[config.mk]
export PLATFORM = sky130hd
export DESIGN_NAME = cpsr_flag_unit
export DESIGN_NICKNAME = d
export VERILOG_FILES = /design/src/rtl/cpsr_flag_unit.sv
export SDC_FILE = /design/constraint.sdc
export NUM_CORES = 1
export LEC_CHECK = 0
export ABC_AREA = 1
export ABC_CLOCK_PERIOD_IN_PS = 1450
export BUFFER_PORTS_ARGS = -buffer_cell sky130_fd_sc_hd__buf_2
export CORE_AREA = 8 8 45 47
export CTS_CLUSTER_DIAMETER = 100
export CTS_CLUSTER_SIZE = 14
export DETAILED_ROUTE_END_ITERATION = 8
export DIE_AREA = 0 0 53 55
export GPL_TIMING_DRIVEN = 1
export PLACE_DENSITY = 0.8
export SLEW_MARGIN = 20
export SYNTH_ARGS = -nofsm -noshare
export SYNTH_HDL_FRONTEND = slang
export SYNTH_SLANG_ARGS = --single-unit
[constraint.sdc]
create_clock -name clk -period 1.45 [get_ports clk]
set_input_delay 0.145 -clock clk [delete_from_list [all_inputs] [get_ports clk]]
set_output_delay 0.145 -clock clk [all_outputs]
set_load 0.05 [all_outputs]
[src/rtl/cpsr_flag_unit.sv]
// rtl/cpsr_flag_unit.sv - NZCV flag register with EX/multiplier forwarding and ID stall
module cpsr_flag_unit #(
    parameter int MUL_LAT = 3
) (
    input  logic       clk,
    input  logic       reset,
    input  logic       ex_valid,
    input  logic       ex_s,
    input  logic [3:0] alu_flags,
    input  logic       msr_we,
    input  logic [3:0] msr_data,
    input  logic       mul_start,
    input  logic       mul_s,
    input  logic [3:0] mul_flags,
    input  logic       flush,
    input  logic       id_valid,
    input  logic [3:0] id_cc,
    output logic [3:0] flags_out,
    output logic [3:0] cpsr_q,
    output logic       mul_busy,
    output logic       stall_id
);

    localparam int CW = $clog2(MUL_LAT + 1);

    logic [CW-1:0] cnt;
    logic          pend;
    logic          ex_wr;
    logic [3:0]    ex_val;
    logic          complete;
    logic          mul_wr;
    logic          start_acc;

    assign ex_wr     = ex_valid & (msr_we | ex_s);
    assign ex_val    = msr_we ? msr_data : alu_flags;
    assign complete  = (cnt == CW'(1));
    assign mul_wr    = complete & pend & ~flush;
    assign start_acc = mul_start & (cnt == '0);
    assign mul_busy  = (cnt != '0);

    // EX is always younger than an in-flight multiply, so it wins the mux
    always_comb begin
        flags_out = cpsr_q;
        if (ex_wr) begin
            flags_out = ex_val;
        end else if (mul_wr) begin
            flags_out = mul_flags;
        end
    end

    assign stall_id = id_valid & (id_cc != 4'b1110) & (id_cc != 4'b1111)
                    & pend & ~complete & ~flush;

    always_ff @(posedge clk or posedge reset) begin
        if (reset) begin
            cnt    <= '0;
            pend   <= 1'b0;
            cpsr_q <= 4'b0000;
        end else begin
            // flush does not touch cnt: the multiplier drains on its own
            if (start_acc) begin
                cnt <= CW'(MUL_LAT);
            end else if (cnt != '0) begin
                cnt <= cnt - CW'(1);
            end

            if (start_acc && mul_s) begin
                pend <= 1'b1;
            end else if (complete || flush || ex_wr) begin
                pend <= 1'b0;
            end

            cpsr_q <= flags_out;
        end
    end

endmodule
==> results_dict.tcl <==
set metrics [dict create \
    status "finished with violations" \
    violations "setup timing" \
    clock_latency_ns 0.25 \
    wl_per_cell_um 11.53 \
    core_region_area_sq_um 1384 \
    p_switching_uw 562.3 \
    skew_ns 0.001392 \
    die-area_sq_um 2915 \
    postRouteAntennaNets 0 \
    holdWs_ns 0.1415 \
    synth_top_area_share_pct 36.27 \
    start_util_pct 34.90 \
    nFillCells 125 \
    grt_max_degree 10 \
    nets 143 \
    hold_violations 0 \
    clkTransAtPathRegs_ns 0.05 \
    setup_ws_ns -0.1168 \
    yosys-top-cells-area "dfrtp_1 (36%), nand2_1 (18%), inv_1 (12%)" \
    crit_type "register to primary output" \
    finalCritPeriodShare_pct 108.1 \
    port-buffer-count 33 \
    htreeDepth 1 \
    final-instance-count-excl-fill 131 \
    post-dp-hpwl_mm 1.106 \
    worstPathArrival_ns 1.42 \
    syn_nets 98 \
    gp_congestion 0.7119 \
    antenna_cells 0 \
    yosys_register_bits 7 \
    finalMaxSlewViolations 0 \
    relSlewSlack_pct 83.41 \
    layout_commonest_cell "buf_2" \
    num_rows 14 \
    die_h_um 55 \
    antenna_found_initial 0 \
    die_width_um 53 \
    synth_area_leader_cell "dfrtp_1" \
    max_freq_ghz 0.6382 \
    tns_ns -0.4943 \
    cts_root_buf "clkbuf_4" \
    cts_buffer_depth 2 \
    start_kind "register" \
    ys_warn_count 0 \
    dp.cells 119 \
    drt_iter0_markers 5 \
    required_ns 1.31 \
    worst_pin_slew_ns 0.2486 \
    grt-ovfl-total 0 \
    totalWireLength_mm 1.510 \
    via_per_inst 4.351 \
    pwr-share-comb_pct 62.9 \
    grt.total_usage_pct 10.99 \
    rsz0062_at_grt "yes" \
    maxCapViolCount 0 \
    post-place-ws_ns 0.003540 \
    p_leak_uw 0.0005106 \
    grt_pass1_vias 638 \
    clkPwrFrac_pct 13.9 \
    final_cell_mix "buf_2 (27), nand2_1 (16), inv_1 (15)" \
    p_int_uw 706.2 \
    firstDrtPassIters 2 \
    syn_area_sq_um 483.0 \
    ff_latch_area_sq_um 175.2 \
    ys_seq_area_share_pct 36.27 \
    end_kind "primary output" \
    multi_input_area_sq_um 319.1 \
    area_growth_syn_to_layout_pct 86.01 \
    final_layout_size_suffix_gt1_share_pct 56.52 \
    p_per_area_nw_per_um2 1412 \
    setup_viol_count_final 6 \
    grt_pass1_wl_mm 2.394 \
    cp_max_fo 4 \
    p_seq_share_pct 23.2 \
    avgSynthCellArea_sq_um 6.802 \
    vias 570 \
    swShare_pct 44.33 \
    cts_tree "yes" \
    cts_sinks 7 \
    ys_types 14 \
    drc 0 \
    boundaryPins 35 \
    synth_cells 71 \
    irDropWorstVdd_v 0.0007849 \
    finalWorstPathRequiredPeriod_ns 1.567 \
    cts_buffers 3 \
    hold_class "input port to register" \
]
registers in the layout, summed over array words and instances, names as in the netlist:
| signal | cells |
|---|---|
| pend | 1 |
| cpsr_q | 4 |
| cnt | 2 |
power by group through the flow:
stage                     Combinational, uW  Clock, uW  Sequential, uW
final                                   798        177             294
after global routing                    865        191             297
after CTS                               661        180             289
after detailed placement                509          0             280
after global placement                  489          0             277
after floorplan                         319          0             342
synthesized netlist by cell type:
cell type   n
a21oi_1     1
inv_2       2
o21ai_2     1
buf_6       1
nor2_1      3
o21ai_4     1
dfrtp_1     7
or2_4       1
o21ai_0     5
nand3_1     7
nand3b_1    1
ha_1        2
inv_1      16
nand2_1    23
metal layers:
| metal | up-vias | routed length (um) | part of all wire (%) | GRT usage, % |
|---|---|---|---|---|
| li1 | 301 | - | - | - |
| met1 | 234 | 558 | 37 | 9.259 |
| met2 | 30 | 692 | 46 | 19.73 |
| met3 | 5 | 217 | 14 | 4.813 |
| met4 | 0 | 40 | 2.6 | 9.052 |
| met5 | - | 0 | 0 | 0 |
final timing paths:
| path | endpoint | cells after the start | slack [ns] | from |
|---|---|---|---|---|
| worst min-delay path | pend$_DFFE_PP0P_ | 3 | 0.14 | mul_s |
| worst min register to register | cnt[1]$_DFFE_PP0P_ | 2 | 0.56 | cnt[1]$_DFFE_PP0P_ |
| min in group asynchronous | cpsr_q[0]$_DFF_PP0_ | 3 | 0.37 | reset |
| worst max-delay path | flags_out[2] | 8 | -0.12 | cnt[1]$_DFFE_PP0P_ |
| max in group asynchronous | pend$_DFFE_PP0P_ | 3 | 0.88 | reset |
| worst max register to register | cpsr_q[2]$_DFF_PP0_ | 10 | -0.04 | cnt[1]$_DFFE_PP0P_ |
critical path, cell delays in order (launching register included):
cell     delay, ns
dfrtp_1       0.38
inv_2         0.08
ha_4          0.17
nand2_4       0.05
nor2_4        0.11
nand2_1       0.08
nand3_2       0.07
nand2_2       0.07
buf_8         0.15
final cells by class:
cell class / count / share of cell area, %
Multi-Input combinational cell: 45 / 35.52
Timing Repair Buffer: 41 / 32.03
Sequential cell: 7 / 19.50
Inverter: 18 / 7.799
Clock buffer: 4 / 2.925
Tap cell: 16 / 2.228
metrics by stage:
| stage | utilization, % | total power, uW | instance area, sq um |
|---|---|---|---|
| floorplan | - | 661.4 | 495.5 |
| global placement | 48.37 | 765.8 | 669.4 |
| detailed placement | 48.37 | 788.3 | 669.4 |
| CTS | 61.03 | 1131 | 844.6 |
| global route | 64.92 | 1354 | 898.4 |
| finish | 64.92 | 1268 | 898.4 |
logic make-up after synthesis:
kind of cell / synth area share, %
and+or+nand+nor: 30.83
buffers and inverters: 16.32
AOI/OAI and AO/OA: 11.40
DFF: 36.27
adders and majority gates: 5.181
what timing repair did:
action,CTS,global route
hold buffers,1,0
resized for setup,27,9
setup buffers,5,2
endpoints found under the setup margin,5,6
pin swaps,6,1
hold endpoints to repair,7,0
Power figures use the tool's default switching activity.
